`src/rtl/mc_stage_sequencer_pkg.sv`:
```
// Shared definitions for the multi-cycle stage sequencer: stage codes and timer sizing.
// Stage codes match the values the CPU top and trace monitors already decode.
package mc_stage_sequencer_pkg;

  localparam int STAGE_W = 3;

  typedef enum logic [STAGE_W-1:0] {
    ST_IF   = 3'd0,
    ST_RR   = 3'd1,
    ST_EX   = 3'd2,
    ST_MA   = 3'd3,
    ST_RW   = 3'd4,
    ST_HALT = 3'd5
  } stage_e;

  // Counter width able to hold WAIT_MAX; never narrower than one bit.
  function automatic int timer_w(input int wait_max);
    return (wait_max < 1) ? 1 : $clog2(wait_max + 1);
  endfunction

endpackage

```
`src/rtl/mc_stage_sequencer_mem_wait_timer.sv`:
```
// Counts MA cycles spent waiting on dmem_ack; flags the last allowed cycle.
// WAIT_MAX == 0 disables expiry entirely.
module mem_wait_timer
  import mc_stage_sequencer_pkg::*;
#(
  parameter int WAIT_MAX = 16
) (
  input  logic clk,
  input  logic rst,
  input  logic clear,
  input  logic enable,
  output logic expire
);

  localparam int W = timer_w(WAIT_MAX);
  localparam logic [W-1:0] ONE = 1;

  logic [W-1:0] cnt_q, cnt_d;

  always_comb begin
    cnt_d = cnt_q;
    if (clear)
      cnt_d = '0;
    else if (enable && !expire)
      cnt_d = cnt_q + ONE;
  end

  always_ff @(posedge clk) begin
    if (rst) cnt_q <= '0;
    else     cnt_q <= cnt_d;
  end

  // Expiry is raised during the WAIT_MAX-th waiting cycle so the FSM leaves MA right after it.
  generate
    if (WAIT_MAX == 0) begin : g_no_timeout
      assign expire = 1'b0;
    end else begin : g_timeout
      assign expire = enable && (cnt_q == W'(WAIT_MAX - 1));
    end
  endgenerate

endmodule

```
`src/rtl/mc_stage_sequencer.sv`:
```
// Multi-cycle IF/RR/EX/MA/RW control FSM: owns the PC, clears, write strobes and perf counters.
// Every output is a flop loaded from the stage being entered.
module mc_stage_sequencer
  import mc_stage_sequencer_pkg::*;
#(
  parameter int              XLEN     = 32,
  parameter logic [XLEN-1:0] RESET_PC = 'h7FFC,
  parameter int              SKIP_MA  = 1,
  parameter int              WAIT_MAX = 16,
  parameter int              CNT_W    = 32
) (
  input  logic             clk,
  input  logic             rst,
  input  logic [XLEN-1:0]  npc,
  input  logic             is_load,
  input  logic             is_store,
  input  logic             is_halt,
  input  logic             reg_we_state,
  input  logic             imem_ready,
  input  logic             stall_req,
  input  logic             dmem_ack,
  output logic [XLEN-1:0]  pc,
  output logic [2:0]       stage,
  output logic             decoder_rst,
  output logic             alu_rst,
  output logic             dmem_req,
  output logic             ram_we,
  output logic             reg_we,
  output logic             halted,
  output logic             bus_err,
  output logic [CNT_W-1:0] cycle_cnt,
  output logic [CNT_W-1:0] instret_cnt
);

  localparam logic [CNT_W-1:0] CNT_ONE = 1;

  stage_e            stage_q, stage_d;
  logic [XLEN-1:0]   pc_q, pc_d;
  logic              decoder_rst_q, decoder_rst_d;
  logic              alu_rst_q, alu_rst_d;
  logic              dmem_req_q, dmem_req_d;
  logic              ram_we_q, ram_we_d;
  logic              reg_we_q, reg_we_d;
  logic              halted_q, halted_d;
  logic              bus_err_q, bus_err_d;
  logic [CNT_W-1:0]  cycle_cnt_q, cycle_cnt_d;
  logic [CNT_W-1:0]  instret_cnt_q, instret_cnt_d;

  logic mem_op, in_ma, ma_expire;

  assign mem_op = is_load | is_store;
  assign in_ma  = (stage_q == ST_MA);

  mem_wait_timer #(.WAIT_MAX(WAIT_MAX)) u_wait_timer (
    .clk    (clk),
    .rst    (rst),
    .clear  (!in_ma),
    .enable (in_ma && mem_op),
    .expire (ma_expire)
  );

  always_comb begin
    stage_d       = stage_q;
    pc_d          = pc_q;
    bus_err_d     = bus_err_q;
    instret_cnt_d = instret_cnt_q;
    cycle_cnt_d   = halted_q ? cycle_cnt_q : cycle_cnt_q + CNT_ONE;

    case (stage_q)
      ST_IF: if (imem_ready && !stall_req) stage_d = ST_RR;
      ST_RR: stage_d = ST_EX;
      ST_EX: stage_d = (mem_op || SKIP_MA == 0) ? ST_MA : ST_RW;
      ST_MA: begin
        // An ack arriving in the expiry cycle still completes the access.
        if (!mem_op || dmem_ack) begin
          stage_d = ST_RW;
        end else if (ma_expire) begin
          stage_d   = ST_HALT;
          bus_err_d = 1'b1;
        end
      end
      ST_RW: begin
        instret_cnt_d = instret_cnt_q + CNT_ONE;
        if (is_halt) begin
          stage_d = ST_HALT;
        end else begin
          pc_d    = {npc[XLEN-1:2], 2'b00};
          stage_d = ST_IF;
        end
      end
      ST_HALT: stage_d = ST_HALT;
      default: stage_d = ST_IF;
    endcase

    decoder_rst_d = (stage_d == ST_RR);
    alu_rst_d     = (stage_d == ST_EX);
    dmem_req_d    = (stage_d == ST_MA) && mem_op;
    ram_we_d      = dmem_req_d && is_store;
    reg_we_d      = (stage_d == ST_RW) && reg_we_state;
    halted_d      = (stage_d == ST_HALT);
  end

  always_ff @(posedge clk) begin
    if (rst) begin
      stage_q       <= ST_IF;
      pc_q          <= RESET_PC;
      decoder_rst_q <= 1'b0;
      alu_rst_q     <= 1'b0;
      dmem_req_q    <= 1'b0;
      ram_we_q      <= 1'b0;
      reg_we_q      <= 1'b0;
      halted_q      <= 1'b0;
      bus_err_q     <= 1'b0;
      cycle_cnt_q   <= '0;
      instret_cnt_q <= '0;
    end else begin
      stage_q       <= stage_d;
      pc_q          <= pc_d;
      decoder_rst_q <= decoder_rst_d;
      alu_rst_q     <= alu_rst_d;
      dmem_req_q    <= dmem_req_d;
      ram_we_q      <= ram_we_d;
      reg_we_q      <= reg_we_d;
      halted_q      <= halted_d;
      bus_err_q     <= bus_err_d;
      cycle_cnt_q   <= cycle_cnt_d;
      instret_cnt_q <= instret_cnt_d;
    end
  end

  assign pc          = pc_q;
  assign stage       = stage_q;
  assign decoder_rst = decoder_rst_q;
  assign alu_rst     = alu_rst_q;
  assign dmem_req    = dmem_req_q;
  assign ram_we      = ram_we_q;
  assign reg_we      = reg_we_q;
  assign halted      = halted_q;
  assign bus_err     = bus_err_q;
  assign cycle_cnt   = cycle_cnt_q;
  assign instret_cnt = instret_cnt_q;

endmodule

```
`config.mk`:
```
export PLATFORM = sky130hd
export DESIGN_NAME = mc_stage_sequencer
export DESIGN_NICKNAME = d
export VERILOG_FILES = /design/src/rtl/mc_stage_sequencer_pkg.sv /design/src/rtl/mc_stage_sequencer_mem_wait_timer.sv /design/src/rtl/mc_stage_sequencer.sv
export SDC_FILE = /design/constraint.sdc
export NUM_CORES = 1
export LEC_CHECK = 0
export CORE_ASPECT_RATIO = 1.1
export CORE_MARGIN = 2
export CORE_UTILIZATION = 45
export DETAILED_ROUTE_END_ITERATION = 16
export PLACE_DENSITY_LB_ADDON = 0.3
export SKIP_CTS_REPAIR_TIMING = 1
export SLEW_MARGIN = 20
export SYNTH_ARGS = -nofsm -noshare
export SYNTH_HDL_FRONTEND = slang
export SYNTH_SLANG_ARGS = --single-unit
```
`constraint.sdc`:
```
create_clock -name clk -period 2.1 [get_ports clk]
set_input_delay 0.42 -clock clk [delete_from_list [all_inputs] [get_ports clk]]
set_output_delay 0.42 -clock clk [all_outputs]
set_load 0.05 [all_outputs]
```
# Word level (Yosys, flattened, before mapping)
# Index checks and enable logic that the tools add are counted.
[totals]
reg_bits = 109
in_bits = 41
elab_cells = 51
[op_classes]
n_addsub = 3
n_eq_ne = 11
muxes = 6
bitwise_logic = 4
reduce_logical = 15
[op_table]
columns = ["op", "count"]
rows = [
  ["adder 32 x 1 -> 32 bit (second input constant)", 2],
  ["one-hot mux 3 bit (6 select lines)", 1],
  ["two-way mux 3 bit", 5],
  ["== test 3 x 2 -> 1 bit (second input constant)", 4],
  ["== test 3 bit (second input constant)", 4],
  ["logical AND 1 bit", 7],
  ["== test 3 x 1 -> 1 bit (second input constant)", 2],
  ["adder 5 x 1 -> 5 bit (second input constant)", 1],
  ["== test 5 x 4 -> 1 bit (second input constant)", 1],
  ["zero test 1 bit", 3],
  ["zero test 3 bit", 1],
  ["NOT 1 bit", 3],
  ["AND reduction 3 bit", 1],
  ["AND reduction 2 bit", 1],
  ["OR reduction 2 bit", 1],
  ["logical OR 1 bit", 1],
  ["bitwise OR 1 bit", 1],
]

# Logic depth before layout (Yosys ltp)
[logic_depth]
ltp_word = 9
depth_mapped = 8

# Hierarchy
# Synthesis repeated with hierarchy kept, for this count alone.
[unflattened]
cells_unflattened = 562
hier_area_um2 = 4720.8
[modules_own_cells]
columns = ["module", "n_inst", "cells_per_inst", "area_each_um2", "seq_area_each_um2"]
rows = [
  ["mc_stage_sequencer", 1, 535, 4471.8, 2082.0],
  ["mem_wait_timer", 1, 27, 249.0, 100.1],
]

# Worst setup path after synthesis
# OpenSTA, ideal clock, no wires.
[synth_path]
kind = "reg2reg"
startpoint = "reg stage_q[2] (netlist: stage[2])"
endpoint = "reg instret_cnt_q[31] (netlist: instret_cnt[31])"
setup_ps = 121
t_arrival_ps = 2187
slack_ps = -208
path_stages_with_launch = 7
path_buffers = 1
synth_period_minus_slack_ps = 2308
cell_sequence = "dfxtp_1 > buf_4 > or3b_4 > nor3_4 > and4bb_4 > nand3_2 > mux2_4"
[synth_between]
elab_chain_len = 1
[synth_rtl]
columns = ["element", "line_no", "text"]
rows = [
  ["start, declared", "mc_stage_sequencer.sv:37", "stage_e stage_q, stage_d;"],
  ["start signal, assigned", "mc_stage_sequencer.sv:117", "stage_q <= stage_d;"],
  ["== test 3 bit", "mc_stage_sequencer.sv:69", "case (stage_q)"],
  ["end signal, assigned", "mc_stage_sequencer.sv:127", "instret_cnt_q <= instret_cnt_d;"],
  ["end, declared", "mc_stage_sequencer.sv:47", "logic [CNT_W-1:0] instret_cnt_q, instret_cnt_d;"],
]
# Every way passes these cells.
# A chain may end at the register's enable or synchronous reset.

# Final worst setup path
[layout_path]
startpoint = "reg instret_cnt_q[17] (netlist: instret_cnt[17])"
endpoint = "out instret_cnt[17]"
[layout_lines]
columns = ["element", "line_no", "text"]
rows = [
  ["end, declared", "mc_stage_sequencer.sv:32", "output logic [CNT_W-1:0] instret_cnt"],
]
# No word-level cell between the ends.

==> results_dict.tcl <==
set metrics [dict create \
    status "completed" \
    core_um2 9842 \
    finalSetupTns_ns 0 \
    cts_sinks 109 \
    setup_ws_ns 0.05090 \
    vias 4129 \
    n_antenna_cell 0 \
    grt_pass1_wl_um 18390 \
    io_buffers 142 \
    min_from "rst" \
    cap_violations 0 \
    fin_skew_ns 0.01570 \
    avgSynthCellArea_um2 8.603 \
    ir_drop_mv 0.3301 \
    end_kind "output pin" \
    relSlewSlack_pct 60.21 \
    hold-worst-slack_ns 0.4326 \
    synth_edf_count 0 \
    cts_tree "done" \
    min_path_type "primary input to flop" \
    r2r-start "u_wait_timer.cnt_q[0]" \
    ctsRootBufferMaster "clkbuf_8" \
    synth_area_um2 4559 \
    tightest_slew_ns 0.5922 \
    synth_ff_type "dfxtp_1" \
    worstSkewPairLatency_ns 0.36 \
    required_ns 1.68 \
    final_cell_area_um2 6356 \
    p_leak_nw 2.482 \
    final_antenna_net_count 0 \
    setup_violations 0 \
    dr.pass1.iters 4 \
    rsz0062_at_grt "false" \
    clock_path_buffers 2 \
    hold_end "instret_cnt[0]" \
    synthCells 530 \
    placed_area_um2 6133 \
    vias_per_cell 5.161 \
    drt_iter0_drc 118 \
    r2r_end "ram_we" \
    drive_above_1_share_pct 7.647 \
    start_util_pct 46.33 \
    rr_worst_depth 8 \
    rows 38 \
    critical_path_class "flop to output pin" \
    slew_viol_final 0 \
    grt.total_usage_pct 20.51 \
    final-hold-violation-count 0 \
    cts_made_buffers 9 \
    fmax_mhz 488.0 \
    slowest_delay_ns 0.84 \
    grt_pass1_vias 4001 \
    antenna_found_initial 0 \
    timing.final.crit_period_ns 2.049 \
    grt_max_degree 33 \
    cp_top_family "buffers and inverters" \
    ios 147 \
    clk_pin_slew_ns 0.09 \
    path_cells "clkdlybuf4s50_1" \
    dp_cells 785 \
    yosysWarningCount 0 \
    final_net_count 722 \
    slowest_stage "clkdlybuf4s50_1" \
    dieArea_um2 10950 \
    dp_hpwl_um 8201 \
    critPathMaxFanout 5 \
    syn_to_final_growth_pct 39.41 \
    die_y_um 109.6 \
    start_kind "flop" \
    critPathArrivalTime_ns 1.63 \
    die_w_um 99.98 \
    synth-seq-area-share_pct 47.86 \
    fin_cells 800 \
    period_share_pct 97.58 \
    synth_cell_types 40 \
    dp_slack_ns -0.03896 \
    htreeDepth 3 \
    r2r_slack_ns 0.21 \
    gp_congestion 0.8422 \
    synth_seq_cells 109 \
    powerDensity_nw_per_um2 571.0 \
    drc 0 \
    drt-total-wl_um 11070 \
    async_flop_share_pct 0 \
    hold_path_depth 2 \
    wl_per_cell_um 13.84 \
    crit_buf_inv 1 \
    overflow 0 \
]
-- worst max-delay path by stage --
stage | start | slack, ns | cells past startpoint | to
after global placement | imem_ready | 0.03 | 6 | ram_we
after CTS | stage[1] | -0.007 | 2 | stage[1]
final | instret_cnt[17] | 0.05 | 1 | instret_cnt[17]
after floorplan | stage[2] | -0.03 | 6 | instret_cnt[31]
after detailed placement | imem_ready | -0.04 | 6 | ram_we
after global routing | instret_cnt[12] | 0.002 | 1 | instret_cnt[12]
-- cells by family (layout without fill, tap and decap cells) --
group,count (synthesis),count (layout),synth area share [%]
AND/OR/NAND/NOR,281,281,31.12
flip-flops,109,109,47.86
XOR/XNOR,57,57,10.95
AO/OA/AOI/OAI,42,42,4.912
buffers and inverters,33,182,3.211
adder cells (fa/ha/maj),4,4,1.098
multiplexers,3,3,0.7683
other,1,2,0.08225
-- cells in the mapped netlist, types with 2 or more instances --
library cell / number / area, um2
nand3b_1: 15 / 112.6
a211oi_1: 3 / 22.52
and2_1: 6 / 37.54
xor2_1: 33 / 289.0
nand4_1: 24 / 150.1
clkbuf_1: 18 / 67.56
nor4_1: 8 / 50.05
and3_1: 8 / 50.05
nor2b_1: 6 / 37.54
buf_4: 4 / 30.03
o21ai_0: 9 / 45.04
dfxtp_1: 109 / 2182
mux2i_1: 2 / 20.02
a21oi_1: 28 / 140.1
nand4b_1: 2 / 17.52
or3_1: 7 / 43.79
ha_1: 4 / 50.05
and4_1: 8 / 70.07
xnor2_1: 24 / 210.2
nand2_1: 81 / 304.0
nor2_1: 75 / 281.5
inv_1: 9 / 33.78
nor4b_1: 2 / 17.52
nand3_1: 18 / 90.09
nor3_1: 11 / 55.05
nand2b_1: 2 / 12.51
-- state kept, by name, indices dropped and copies added, names as in the netlist, 3 cells and up --
signal / cells
u_wait_timer.cnt_q: 5
stage: 3
cycle_cnt: 32
instret_cnt: 32
pc: 30
-- layout by cell type, fill, tap and decap left out, drive strengths merged, types with 11 or more instances in the layout --
cell type,Yosys,layout
dlymetal6s2s,0,11
a21oi,28,28
buf,6,23
clkdlybuf4s50,0,125
xor2,33,33
nand3b,15,15
nand3,19,19
clkbuf,18,11
nor3,12,12
dfxtp,109,109
nand4,24,24
nand2,82,82
xnor2,24,24
nor2,75,75
-- layout make-up --
cell class                 count  area [um2]
clock buffer                  11       141.4
clock inverter                 3       46.29
fill                         830        3486
inverter                       9       33.78
multi-input combinational    389        2237
sequential                   109        2188
tap                          120       150.1
timing repair buffer         159        1559
-- metrics by stage --
step                      utilization [%]  total power, mW
after floorplan                         -            2.306
after global placement              62.32            2.435
after detailed placement            62.32            2.438
after CTS                           64.23            3.667
after global routing                64.58            3.756
final                               64.58            3.629
-- metal layers --
layer  vias up  routed length (um)  GRT usage [%]
li1       2077                   -              -
met1      1937                4994          25.54
met2       101                5436          35.86
met3        14                 493          3.751
met4         0                 148          7.045
met5         -                   0              0
-- report_power, final --
part	switching, mW	internal, mW	total (mW)	leakage [nW]
clock network	0.661	0.577	1.24	0.0919
registers	0.0125	2.09	2.10	0.881
logic	0.164	0.129	0.293	1.51
(Power assumes the default switching activity.)
